File: config.mk
export PLATFORM = sky130hd
export DESIGN_NAME = complete_arbiter
export DESIGN_NICKNAME = d
export VERILOG_FILES = /design/src/rtl/complete_arbiter.sv
export SDC_FILE = /design/constraint.sdc
export NUM_CORES = 1
export LEC_CHECK = 0
export ABC_AREA = 1
export CAP_MARGIN = 20
export CORE_MARGIN = 3
export CORE_UTILIZATION = 40
export CTS_CLUSTER_DIAMETER = 100
export DETAILED_ROUTE_END_ITERATION = 8
export DONT_BUFFER_PORTS = 1
export GPL_TIMING_DRIVEN = 0
export PLACE_DENSITY = 0.56
export RECOVER_POWER = 25
export SLEW_MARGIN = 10
export SYNTH_ARGS = -nofsm -noshare
export SYNTH_HDL_FRONTEND = slang
export SYNTH_SLANG_ARGS = --single-unit
export TNS_END_PERCENT = 1
File: constraint.sdc
create_clock -name clock -period 15.6 [get_ports clock]
set_input_delay 1.56 -clock clock [delete_from_list [all_inputs] [get_ports clock]]
set_output_delay 1.56 -clock clock [all_outputs]
set_load 0.05 [all_outputs]
File: src/rtl/complete_arbiter.sv
// Completion-side CDB transmitter: per-FU completion FIFOs feeding a round-robin
// arbiter that issues up to N_WAY tags per cycle onto registered CDB lanes.
module complete_arbiter #(
    parameter int unsigned N_WAY     = 2,
    parameter int unsigned N_FU      = 4,
    parameter int unsigned CDB_BITS  = 6,
    parameter int unsigned BUF_DEPTH = 2
) (
    input  logic                      clock,
    input  logic                      reset,
    input  logic                      squash,
    input  logic [N_FU-1:0]           fu_valid,
    input  logic [N_FU*CDB_BITS-1:0]  fu_tag,
    output logic [N_FU-1:0]           fu_ready,
    output logic [N_WAY*CDB_BITS-1:0] complete_dest_tag,
    output logic [15:0]               bcast_count
);

    localparam int unsigned CW = $clog2(BUF_DEPTH) + 1;
    localparam int unsigned PW = (BUF_DEPTH > 1) ? $clog2(BUF_DEPTH) : 1;
    localparam int unsigned RW = (N_FU > 1) ? $clog2(N_FU) : 1;

    logic [CW-1:0]             r_count [N_FU];
    logic [PW-1:0]             r_wptr  [N_FU];
    logic [PW-1:0]             r_rptr  [N_FU];
    logic [CDB_BITS-1:0]       r_mem   [N_FU][BUF_DEPTH];
    logic [RW-1:0]             r_rr_ptr;
    logic [N_WAY*CDB_BITS-1:0] r_dest;
    logic [15:0]               r_bcast;

    logic [N_FU-1:0]           w_push;
    logic [N_FU-1:0]           w_pop;
    logic [N_WAY*CDB_BITS-1:0] w_lanes;
    logic [RW-1:0]             w_rr_next;
    logic [15:0]               w_lane_cnt;

    function automatic logic [PW-1:0] ptr_inc(input logic [PW-1:0] p);
        if (p == PW'(BUF_DEPTH - 1)) begin
            return '0;
        end
        return p + 1'b1;
    endfunction

    // Ready looks only at the registered count: a full FIFO stays not-ready while popping.
    always_comb begin
        fu_ready = '0;
        w_push   = '0;
        for (int unsigned f = 0; f < N_FU; f++) begin
            fu_ready[f] = reset && (r_count[f] < CW'(BUF_DEPTH));
            w_push[f]   = fu_valid[f] && fu_ready[f] && (fu_tag[f*CDB_BITS +: CDB_BITS] != '0);
        end
    end

    always_comb begin
        int unsigned n_grant;
        int unsigned idx_full;
        n_grant    = 0;
        idx_full   = 0;
        w_pop      = '0;
        w_lanes    = '0;
        w_rr_next  = r_rr_ptr;
        w_lane_cnt = '0;
        for (int unsigned j = 0; j < N_FU; j++) begin
            idx_full = 32'(r_rr_ptr) + j;
            if (idx_full >= N_FU) begin
                idx_full = idx_full - N_FU;
            end
            for (int unsigned f = 0; f < N_FU; f++) begin
                if (f == idx_full && r_count[f] != '0 && n_grant < N_WAY) begin
                    w_pop[f] = 1'b1;
                    for (int unsigned k = 0; k < N_WAY; k++) begin
                        if (k == n_grant) begin
                            w_lanes[k*CDB_BITS +: CDB_BITS] = r_mem[f][r_rptr[f]];
                        end
                    end
                    n_grant   = n_grant + 1;
                    w_rr_next = (f == N_FU - 1) ? '0 : RW'(f + 1);
                end
            end
        end
        for (int unsigned k = 0; k < N_WAY; k++) begin
            if (w_lanes[k*CDB_BITS +: CDB_BITS] != '0) begin
                w_lane_cnt = w_lane_cnt + 16'd1;
            end
        end
    end

    always_ff @(posedge clock) begin
        for (int unsigned f = 0; f < N_FU; f++) begin
            if (w_push[f] && !squash) begin
                r_mem[f][r_wptr[f]] <= fu_tag[f*CDB_BITS +: CDB_BITS];
            end
        end
    end

    always_ff @(posedge clock or negedge reset) begin
        if (!reset) begin
            for (int unsigned f = 0; f < N_FU; f++) begin
                r_count[f] <= '0;
                r_wptr[f]  <= '0;
                r_rptr[f]  <= '0;
            end
            r_rr_ptr <= '0;
            r_dest   <= '0;
            r_bcast  <= '0;
        end else if (squash) begin
            // Flush discards this cycle's enqueues and grants; the debug counter survives.
            for (int unsigned f = 0; f < N_FU; f++) begin
                r_count[f] <= '0;
                r_wptr[f]  <= '0;
                r_rptr[f]  <= '0;
            end
            r_rr_ptr <= '0;
            r_dest   <= '0;
        end else begin
            for (int unsigned f = 0; f < N_FU; f++) begin
                if (w_push[f]) begin
                    r_wptr[f] <= ptr_inc(r_wptr[f]);
                end
                if (w_pop[f]) begin
                    r_rptr[f] <= ptr_inc(r_rptr[f]);
                end
                case ({w_push[f], w_pop[f]})
                    2'b10:   r_count[f] <= r_count[f] + 1'b1;
                    2'b01:   r_count[f] <= r_count[f] - 1'b1;
                    default: r_count[f] <= r_count[f];
                endcase
            end
            r_rr_ptr <= w_rr_next;
            r_dest   <= w_lanes;
            r_bcast  <= r_bcast + w_lane_cnt;
        end
    end

    assign complete_dest_tag = r_dest;
    assign bcast_count       = r_bcast;

endmodule

### After elaboration in Yosys (flattened, before gate mapping)

Memories as Yosys holds them, arrays and structs flattened.
Cells that the tools add are included.

| storage, ports and cells | value |
|---|---|
| flip-flop bits (word level) | 46 |
| bits in writable memories | 48 |
| bits of input ports | 31 |
| output and inout bits | 32 |
| word-level logic and storage cells | 411 |
| memories | 1 |

Memories:

| memory | depth | width | read ports | clocked after memory_dff | wr ports | RTL line | source |
|---|---|---|---|---|---|---|---|
| r_mem | 4 | 12 | 4 | 0 | 4 | 26 | `logic [CDB_BITS-1:0] r_mem [N_FU][BUF_DEPTH];` |

| cells by class | value |
|---|---|
| add/sub/neg operators | 39 |
| $lt $le $gt $ge | 35 |
| equality and inequality tests | 35 |
| mux-type cells | 184 |
| bitwise logic cells | 8 |
| reduce and logical (&&, ||, !) cells | 94 |

Operator list:

| operator | number |
|---|---|
| equality test 1 x 32 -> 1 bit (first input constant) | 19 |
| zero test 32 bit | 19 |
| 2-to-1 mux 32 bit | 18 |
| less-than comparator 32 x 2 -> 1 bit (second input constant) | 15 |
| adder 32 x 1 -> 32 bit (second input constant) | 14 |
| 2-to-1 mux 6 bit | 47 |
| equality test 2 x 32 -> 1 bit (first input constant) | 8 |
| 2-to-1 mux 12 bit | 20 |
| 2-to-1 mux 1 bit | 70 |
| logical AND 1 bit | 51 |
| nonzero test 6 bit | 6 |
| 2-to-1 mux 2 bit | 17 |
| demux 6 bit (select 1 bit) | 4 |
| nonzero test 2 bit | 12 |
| nonzero test 17 bit | 1 |
| adder 16 x 1 -> 16 bit (second input constant) | 1 |
| adder 16 bit | 1 |
| >= comparator 2 bit (second input constant) | 8 |
| 2-to-1 mux 16 bit | 1 |
| inverter 1 -> 2 bit | 8 |
| case mux 2 bit (2 select lines) | 4 |
| nonzero test 3 bit | 4 |
| subtractor 3 x 3 -> 4 bit (second input constant) | 3 |
| >= comparator 3 bit (second input constant) | 3 |
| 14 further kinds | 41 |

### Depth between registers and ports, before layout

Gate-level depths: netlist of run 1.

| logic depth | value |
|---|---|
| word-level depth | 55 |
| mapped depth | 76 |
| gate-level depth less buffers | 75 |

### Worst setup path before layout of run 1

Ideal clock, no wire load.

| timing | value |
|---|---|
| kind | flip-flop to flip-flop |
| from | reg r_rr_ptr[1] |
| to | reg r_bcast[14], in the netlist bcast_count[14] |
| library setup time | 0.082 ns |
| data arrival time | 10.879 ns |
| required time | 15.518 ns |
| setup slack | 4.639 ns |
| cell stages (with the launch flop) | 73 |
| path buffers | 1 |
| period minus slack after synthesis | 10.961 ns |
| cell sequence | dfrtp_1 inv_1 nand2_1 nor2_1 inv_1 ha_1 nand3_2 nand2_1 inv_1 ha_1 inv_1 o21ai_1 nand2_1 inv_2 nand2_4 clkbuf_1 nand2_1 inv_1 [37 not listed] nand2_1 nand2_1 nand2_1 nand2_1 nand2_1 nor2_1 nand2_1 ha_1 ha_1 inv_1 fa_1 nand3b_1 nor2_1 nand3_1 nor4b_1 nand3_1 nor2_1 xor2_1 |

| on the way | value |
|---|---|
| cells in the longest elaborated chain, start to end | 55 |
| elaborated cells between the ends (all ways) | 188 |
| those cells by class | add/sub (23); order compare (19); eq/ne (27); mux (67); reduce/logical (52) |

RTL lines:

| item | RTL line | source |
|---|---|---|
| start: declaration | 27 | `logic [RW-1:0] r_rr_ptr;` |
| start signal: assignment | 129 | `r_rr_ptr <= w_rr_next;` |
| subtractor 2 x 3 -> 4 bit / >= comparator 2 x 3 -> 1 bit (equally long branches) | 66, 65 |  |
| 2-to-1 mux 32 bit | 65 | `if (idx_full >= N_FU) begin` |
| zero test 32 bit | 69 | `if (f == idx_full && r_count[f] != '0 && n_grant < N_WAY) begin` |
| logical AND 1 bit | 69 |  |
| 2-to-1 mux 1 bit | 69 |  |
| less-than comparator 32 x 2 -> 1 bit | 69 |  |
| logical AND 1 bit | 69 |  |
| 2-to-1 mux 32 bit | 69 |  |
| [39 not listed] | n/a |  |
| less-than comparator 32 x 2 -> 1 bit / zero test 32 bit (equally long branches) | 69, 72 |  |
| logical AND 1 bit / 2-to-1 mux 6 bit (equally long branches) | 69, 72 |  |
| 2-to-1 mux 12 bit * | 69 |  |
| nonzero test 6 bit | 82 | `if (w_lanes[k*CDB_BITS +: CDB_BITS] != '0) begin` |
| 2-to-1 mux 1 bit | 82 |  |
| adder 16 x 1 -> 16 bit | 83 | `w_lane_cnt = w_lane_cnt + 16'd1;` |
| 2-to-1 mux 16 bit * | 82 |  |
| adder 16 bit * | 131 | `r_bcast <= r_bcast + w_lane_cnt;` |
| end signal: assignment | 131 |  |
| end: declaration | 29 | `logic [15:0] r_bcast;` |

Mark *: on every way between the ends. The rest lies on a longest branch, timed or not.
A chain may end at the register's enable or synchronous reset.

### Worst setup path in the final report of run 1

Same ends and word-level chain as after synthesis.

==> results.yml, run 1 <==
status:
  status: "finished, final reports clean"
layout:
  area_growth_pct: 8.559
  utilization_pct: 44.86
  n_fill_cell: 1768
  layout-drive-gt1-share_pct: 8.679
  stdcell_count: 1239
  layout.nets: 1076
  antenna_cells: 0
sta:
  setup_viol: 0
  finalHoldViolations: 0
  setup_slack_ns: 2.928
  skew_ns: 0.01205
  fin_crit_sh_pct: 81.23
  worst_pin_slew_ns: 1.221
  rsz0062_at_grt: "no"
  drv_slew: 0
  fmax_ghz: 0.07892
  tns_ns: 0
  slew_headroom_pct: 17.73
  period_minus_slack_ns: 12.67
logic_synthesis:
  syn-num-nets: 1064
  syn-cell-area_um2: 7222
  synth_flop_cell: "edfxtp_1"
  yosysUniqueCellTypes: 49
  yosysMostFrequentCell: "nand2_1"
  synth_edf_count: 48
  synth_top_area_share_pct: 19.96
  synth_area_leader_cell: "edfxtp_1"
  yosys_register_bits: 94
  netlist_top_cells_area: "edfxtp_1 20%, dfrtp_1 16%, nand2_1 16%"
  async_reset_ff_share_pct: 48.94
  synth_common_cells: "304 x nand2_1, 128 x inv_1, 73 x nand3_1"
  avgSynthCellArea_um2: 7.244
  ys_warn_count: 0
  syn_inst: 997
  ys_seq_area_share_pct: 35.90
placement:
  placed_cells: 1223
  gp_congestion: 0.9657
  dp_hpwl_mm: 17.10
  dp_slack_ns: 3.056
  port_buffers: 0
global_routing:
  grt_max_degree: 48
  antenna_found_initial: 0
  grt-ovfl-total: 0
  grt_first_pass_wirelength_mm: 34.42
  grt_pass1_vias: 6244
  met1_usage_pct: 30.49
  grt_util_met2_pct: 35.36
  grt_util_all_layers_pct: 22.45
  top_usage_layer: "met2"
  use_met3_pct: 5.121
cts:
  clkTransAtPathRegs_ns: 0.08
  cts_root_buf: "clkbuf_16"
  cts_hold_buffers: 0
  clock-sinks: 94
  post_cts_resized: 0
  numCtsBuffers: 9
  cts_max_level: 3
  cts_tree: "done"
  post_cts_buffers: 0
  cts_max_path_buffers: 2
  clk_latency_ns: 0.36
routing:
  vias: 6680
  routedWlPerCell_um: 17.58
  ant_nets: 0
  drtIter0Drc: 665
  first_pass_iters: 5
  drc_errors: 0
  via_per_inst: 5.391
  wl_mm: 21.78
floorplanning:
  die_w_um: 140.4
  die-area_um2: 19700
  initial_utilization_pct: 41.32
  std_cell_rows: 48
  pin_count: 63
  die_y_um: 140.4
  coreArea_um2: 17480
critical_path:
  worst_setup_path_start_kind: "flip-flop"
  cp_slowest_stage_delay_ns: 0.49
  crit_type: "reg -> reg"
  cpMostUsedCell: "inv_1"
  slowest_stage: "nor4b_1"
  crit_fanout: 10
  endpoint_kind: "flip-flop"
  crit_required_ns: 15.88
  arrival_ns: 12.95
hold_path:
  hold_path_class: "reg -> reg"
run:
  drv_cap: 0
[cell usage in the layout, fill, tap and decap left out, types with 13 or more instances in the layout]
cell type / instances
o211ai_1: 38
xor2_1: 13
edfxtp_1: 48
nor2_1: 64
ha_1: 35
inv_1: 128
nand4_1: 19
nand3_1: 73
o21ai_0: 68
clkbuf_1: 16
dfrtp_1: 46
nand2_1: 304
nand2_2: 16
a21oi_1: 18
[state kept, by name (all words and copies together) (netlist names)]
| name | cells |
|---|---|
| r_mem | 48 |
| bcast_count | 16 |
| complete_dest_tag | 12 |
| r_count | 8 |
| r_rptr | 4 |
| r_wptr | 4 |
| r_rr_ptr | 2 |
[final cells by class]
type	count	area [µm²]	share of cell area, %
multi-input cells	744	4023	51.31
flip-flops and latches	94	2592	33.07
inverters	141	530.5	6.767
well taps	225	281.5	3.591
clock buffers	11	264.0	3.367
plain buffers	18	76.32	0.9735
clock inverters	5	67.56	0.8618
repair buffers	1	5.005	0.06384
[layer usage]
layer	part of all wire, %	wire length (µm)
met1	44	9557
met2	45	9830
met3	8.1	1766
met4	2.9	626
met5	0	0
[stage by stage]
step,hold slack [ns],cell area [µm²]
after floorplan,0.4580,7222
after global placement,0.4740,7503
after detailed placement,0.4824,7508
after CTS,0.4935,7840
after global routing,0.5210,7840
final,0.4909,7840
[worst paths after layout]
| kind | end | cells after the start | slack, ns | startpoint |
|---|---|---|---|---|
| max in group asynchronous | r_count[4] | 0 | 14.59 | reset |
| worst max register to register | bcast_count[14] | 71 | 2.93 | r_rr_ptr[1] |
| worst min-delay path | r_wptr[1] | 1 | 0.49 | r_wptr[1] |
| worst max-delay path | bcast_count[14] | 71 | 2.93 | r_rr_ptr[1] |
| worst min register to register | r_wptr[1] | 1 | 0.49 | r_wptr[1] |
| min in group asynchronous | complete_dest_tag[5] | 0 | 0.90 | reset |
[cells by family (layout without fill, tap and decap cells)]
group / after synthesis / after routing / synth area share (%)
compound gates: 160 / 160 / 13.72
xor+xnor: 15 / 15 / 1.819
fa+ha+maj: 36 / 36 / 6.341
buf+inv: 159 / 176 / 8.403
flops: 94 / 94 / 35.90
other cells: 2 / 2 / 0.1040
simple gates: 531 / 531 / 33.71
[worst max-delay path, delay by kind of cell (launching register included)]
kind                       cells  cell delay (ns)
buffers and inverters         17             1.62
and+or+nand+nor               36             5.55
xor gates and xnor gates       1             0.15
adders and majority gates     14             4.25
DFF                            1             0.45
AOI/OAI and AO/OA              3             0.59
Power of run 1 is not shown: default switching activity piles up to over one toggle a cycle in this logic, so the estimate is an artifact.
==> run 2, diff against run 1 <==
--- a/config.mk
+++ b/config.mk
@@ -5,7 +5,7 @@
 export SDC_FILE = /design/constraint.sdc
 export NUM_CORES = 1
 export LEC_CHECK = 0
-export ABC_AREA = 1
+export ABC_AREA = 0
 export CAP_MARGIN = 20
 export CORE_MARGIN = 3
 export CORE_UTILIZATION = 40
@@ -13,7 +13,7 @@
 export DETAILED_ROUTE_END_ITERATION = 8
 export DONT_BUFFER_PORTS = 1
 export GPL_TIMING_DRIVEN = 0
-export PLACE_DENSITY = 0.56
+export PLACE_DENSITY = 0.58
 export RECOVER_POWER = 25
 export SLEW_MARGIN = 10
 export SYNTH_ARGS = -nofsm -noshare
==> constraint.sdc (replaced) <==
create_clock -name clock -period 10.84 [get_ports clock]
set_input_delay 1.084 -clock clock [delete_from_list [all_inputs] [get_ports clock]]
set_output_delay 1.084 -clock clock [all_outputs]
set_load 0.05 [all_outputs]
==> results.yml, run 2 <==
critical_path:
  slowest_stage: "nor3_2"
  endpoint_kind: "flip-flop"
  worst_setup_path_start_kind: "flip-flop"
  cp_slowest_stage_delay_ns: 0.62
  r2r-start: "r_rr_ptr[1]"
  crit_type: "reg -> reg"
  crit_required_ns: 11.06
  crit_fanout: 5
  arrival_ns: 10.96
  rrSetupSlack_ns: 0.10
  regToRegEndpoint: "bcast_count[14]"
  rr_worst_depth: 60
  cpMostUsedCell: "ha_4"
cts:
  clk_latency_ns: 0.36
  numCtsBuffers: 9
  clkTransAtPathRegs_ns: 0.08
  cts_root_buf: "clkbuf_16"
  cts_tree: "done"
  cts_max_level: 3
  clock-sinks: 94
  cts_max_path_buffers: 2
routing:
  first_pass_iters: 5
  routedWlPerCell_um: 25.09
  drtIter0Drc: 538
  via_per_inst: 6.286
  ant_nets: 0
  vias: 6563
  wl_mm: 26.20
  drc_errors: 0
floorplanning:
  die_w_um: 139.0
  die_y_um: 139.0
  std_cell_rows: 48
  die-area_um2: 19330
  pin_count: 63
  coreArea_um2: 17300
  initial_utilization_pct: 40.92
layout:
  final_cell_mix: "64 x buf_4, 57 x nor2_1, 48 x edfxtp_1"
  layout-drive-gt1-share_pct: 27.23
  largest_reg_flops: 48
  layout.nets: 880
  layout_commonest_cell: "buf_4"
  antenna_cells: 0
  area_growth_pct: 21.14
logic_synthesis:
  synth_area_leader_cell: "edfxtp_1"
  ys_seq_area_share_pct: 36.63
  async_reset_ff_share_pct: 48.94
  netlist_top_cells_area: "edfxtp_1 20%, dfrtp_1 16%, ha_1 6.0%"
  synth_edf_count: 48
  synth_common_cells: "72 x nor2_1, 48 x edfxtp_1, 46 x dfrtp_1"
  yosysUniqueCellTypes: 92
  syn-num-nets: 808
  syn_inst: 742
  synth_flop_cell: "edfxtp_1"
  ys_warn_count: 0
  synth_top_area_share_pct: 20.36
  syn-cell-area_um2: 7078
  avgSynthCellArea_um2: 9.539
  yosysMostFrequentCell: "nor2_1"
  yosys_register_bits: 94
run:
  drv_cap: 0
placement:
  dp_slack_ns: -2.197
  dp_hpwl_mm: 19.10
  port_buffers: 0
  gp_congestion: 0.9916
power_and_ir_drop:
  p_per_area_nw_per_um2: 348.1
  leakagePower_nw: 3.296
  ir_worst_vdd_v: 0.0002181
sta:
  finalHoldViolations: 0
  skew_ns: 0.01157
  fin_crit_sh_pct: 99.05
  whs_ns: 0.4175
  worst_pin_slew_ns: 1.222
  setup_viol: 0
  rsz0062_at_grt: "yes"
  drv_slew: 0
  slew_headroom_pct: 16.23
  setup_slack_ns: 0.1024
  fmax_ghz: 0.09313
  period_minus_slack_ns: 10.74
global_routing:
  grt-ovfl-total: 0
  grt_pass1_vias: 6447
  grt_first_pass_wirelength_mm: 39.08
  grt_max_degree: 51
  grt_util_all_layers_pct: 26.45
  antenna_found_initial: 0
status:
  status: "finished, final reports clean"
hold_path:
  hold_path_class: "in -> async"
run 2: cell count changes in the layout (fill, tap and decap cells not counted), sizes merged, moves of 28 or more:
cell    before  now
buf          3   76
inv        142   35
mux2i        0   30
nand2      324   44
nand3       84   38
o211ai      38   10
o21ai       75   30
run 2: per-layer routing:
layer	share of wire [%]	vias to the layer above	track usage (%)
met5	0	-	0
met3	7.3	67	4.862
met1	43	3234	36.01
met4	3.7	0	10.20
met2	46	307	42.04
li1	-	2955	-
run 2: worst max-delay path, delay by kind of cell (launching register included):
kind                       cells  cell delay (ns)
buffers and inverters         10             0.78
AOI/OAI and AO/OA             10             1.45
and+or+nand+nor               21             3.09
adders and majority gates     14             3.72
DFF                            1             0.46
muxes                          1             0.10
xor gates and xnor gates       4             0.90
run 2: timing repair:
item / in CTS / in global routing
gates resized for setup: 39 / 46
cloned: 0 / 0
pin swaps: 35 / 51
setup endpoints to repair: 28 / 15
hold buffers: 0 / 0
buffers inserted: 45 / 17
run 2: kinds of logic (layout without fill, tap and decap cells):
| logic type | after synthesis | in the layout | synth area share, % |
|---|---|---|---|
| compound gates | 189 | 189 | 19.13 |
| mux | 51 | 51 | 7.637 |
| simple gates | 266 | 266 | 20.10 |
| xor+xnor | 42 | 42 | 5.993 |
| fa+ha+maj | 35 | 35 | 6.293 |
| buf+inv | 63 | 140 | 4.119 |
| other cells | 2 | 2 | 0.1061 |
| flops | 94 | 94 | 36.63 |
run 2: cell type report:
cell class	instances	area, µm²
inverters	31	121.4
multi-input cells	585	4628
repair buffers	63	473.0
clock inverters	7	66.31
well taps	225	281.5
plain buffers	30	185.2
flip-flops and latches	94	2594
clock buffers	9	225.2
fillers	1644	8722
run 2: report_power, final:
part | total (mW) | internal [mW] | switching (mW) | leakage, nW
logic | 2.13 | 0.952 | 1.18 | 2.10
registers | 0.541 | 0.423 | 0.118 | 1.05
clock network | 0.309 | 0.161 | 0.148 | 0.146
total | 2.98 | 1.54 | 1.45 | 3.30
run 2: worst max path at each step:
stage | cells after the start | to | startpoint
3_3_place_gp | 62 | bcast_count[14] | r_count[4]
5_1_grt | 60 | bcast_count[14] | r_rr_ptr[1]
6_report | 60 | bcast_count[14] | r_rr_ptr[1]
2_1_floorplan | 60 | bcast_count[14] | r_rr_ptr[0]
4_1_cts | 61 | bcast_count[14] | r_count[4]
3_5_place_dp | 62 | bcast_count[14] | r_count[4]
run 2: stage by stage:
step / power (mW) / cells / cell area (µm²) / setup TNS [ns] / util [%]
CTS: 2.701 / 1028 / 8234 / 0 / 47.61
floorplan: 1.699 / 742 / 7162 / 0 / -
global placement: 2.085 / 967 / 7443 / -28.02 / 43.03
global route: 3.177 / 1044 / 8574 / -1.602 / 49.57
finish: 2.985 / 1044 / 8574 / 0 / 49.57
detailed placement: 2.117 / 968 / 7451 / -32.13 / 43.08
Note: power is estimated with default switching activity, not from simulation.
==> run 3, diff against run 2 <==
--- a/config.mk
+++ b/config.mk
@@ -15,6 +15,7 @@
 export GPL_TIMING_DRIVEN = 0
 export PLACE_DENSITY = 0.58
 export RECOVER_POWER = 25
+export REMOVE_ABC_BUFFERS = 1
 export SLEW_MARGIN = 10
 export SYNTH_ARGS = -nofsm -noshare
 export SYNTH_HDL_FRONTEND = slang
==> results.yml, run 3 (same netlist as run 2, synthesis figures left out) <==
sta:
  setup_slack_ns: 0.4023
  setup_viol: 0
  fmax_ghz: 0.09581
  finalHoldViolations: 0
  fin_crit_sh_pct: 96.29
  slew_headroom_pct: 28.19
  worst_pin_slew_ns: 1.047
  skew_ns: 0.01083
  tns_ns: 0
  period_minus_slack_ns: 10.44
  drv_slew: 0
critical_path:
  r2r-start: "r_rr_ptr[0]"
  worst_setup_path_start_kind: "flip-flop"
  crit_fanout: 8
  cp_slowest_stage_delay_ns: 0.50
  endpoint_kind: "flip-flop"
  cpMostUsedCell: "ha_4"
  crit_required_ns: 11.04
  slowest_stage: "dfrtp_4"
  arrival_ns: 10.64
  crit_type: "reg -> reg"
  rr_worst_depth: 57
  critPathLaunch: "r_rr_ptr[0]"
cts:
  numCtsBuffers: 9
  cts_max_level: 3
  clkTransAtPathRegs_ns: 0.07
  clk_latency_ns: 0.34
  cts_tree: "done"
  cts_root_buf: "clkbuf_16"
  clock-sinks: 94
  cts_max_path_buffers: 2
floorplanning:
  pin_count: 63
  coreArea_um2: 17300
  die_w_um: 139.0
  die_y_um: 139.0
  initial_utilization_pct: 40.92
  die-area_um2: 19330
  std_cell_rows: 48
routing:
  via_per_inst: 6.438
  dr_wl_met3_mm: 2.074
  drtIter0Drc: 788
  routedWlPerCell_um: 24.11
  wl_mm: 24.45
  drc_errors: 0
  vias: 6528
  route.met2.wl_mm: 11.29
  routed.top_layer: "met4"
  wl_met1_mm: 9.915
  ant_nets: 0
  first_pass_iters: 8
global_routing:
  grt_util_all_layers_pct: 24.19
  antenna_found_initial: 0
  grt-ovfl-total: 0
  grt_max_degree: 51
  grt_first_pass_wirelength_mm: 36.58
  grt_pass1_vias: 6237
layout:
  final_cell_area_um2: 8394
  layout.nets: 850
  area_growth_pct: 18.60
  layout_commonest_cell: "buf_4"
  antenna_cells: 0
  layout-drive-gt1-share_pct: 26.24
  final_cell_mix: "61 x buf_4, 58 x nor2_1, 48 x edfxtp_1"
  stdcell_count: 1014
  largest_reg_flops: 48
power_and_ir_drop:
  ir_worst_vdd_v: 0.0002269
  p_per_area_nw_per_um2: 346.9
  leakagePower_nw: 3.211
  p_total_mw: 2.912
run:
  drv_cap: 0
hold_path:
  hold_path_class: "in -> async"
placement:
  dp_hpwl_mm: 17.08
  port_buffers: 0
  gp_congestion: 1.014
  post_dp_cell_area_um2: 7189
  dp_slack_ns: -3.229
  placed_cells: 935
status:
  status: "finished, final reports clean"
-- run 3: changes by cell type in the layout (fill, tap and decap cells not counted), sizes merged --
cell    previous run  this run
buf               76        63
clkbuf            26        13
clkinv             3         0
inv               35        34
-- run 3: metrics by stage --
| stage | hold slack [ns] | utilization (%) |
|---|---|---|
| 3_3_place_gp | 0.5436 | 41.57 |
| 6_report | 0.4285 | 48.53 |
| 4_1_cts | 0.4198 | 46.38 |
| 5_1_grt | 0.4116 | 48.53 |
| 3_5_place_dp | 0.5542 | 41.57 |
| 2_1_floorplan | 0.5193 | - |
-- run 3: critical path: cells and delay by family (launching register included) --
family / cells / cell delay, ns
xor+xnor: 4 / 0.78
simple gates: 21 / 2.93
fa+ha+maj: 14 / 3.65
buf+inv: 7 / 0.60
mux: 1 / 0.21
flops: 1 / 0.50
compound gates: 10 / 1.58
-- run 3: timing repair --
item,CTS,global route
endpoints found under the setup margin,36,16
pin swaps,20,48
resized for setup,50,49
hold buffers,0,0
buffers inserted,43,21
-- run 3: per-layer routing --
layer	global-route usage (%)	vias to the layer above
li1	-	2893
met5	0	-
met2	38.02	403
met4	9.887	0
met3	5.138	90
met1	32.61	3142
-- run 3: layout make-up --
type	instances	area, µm²
fill	1626	8902
multi-input combinational	585	4611
sequential	94	2597
timing repair buffer	63	474.2
clock buffer	13	282.8
tap	225	281.5
inverter	31	126.4
clock inverter	3	21.27
-- run 3: where the power goes --
part	total [mW]	internal, mW	switching, mW
sequential	0.558	0.424	0.135
clock	0.321	0.185	0.137
combinational	2.03	0.910	1.12
-- run 3: worst paths after layout --
kind,to,slack [ns]
min in group clock,r_wptr[2],0.57
min reg2reg,r_wptr[2],0.57
max,bcast_count[14],0.40
max in group asynchronous,r_rr_ptr[0],10.30
min,bcast_count[10],0.43
max reg2reg,bcast_count[14],0.40
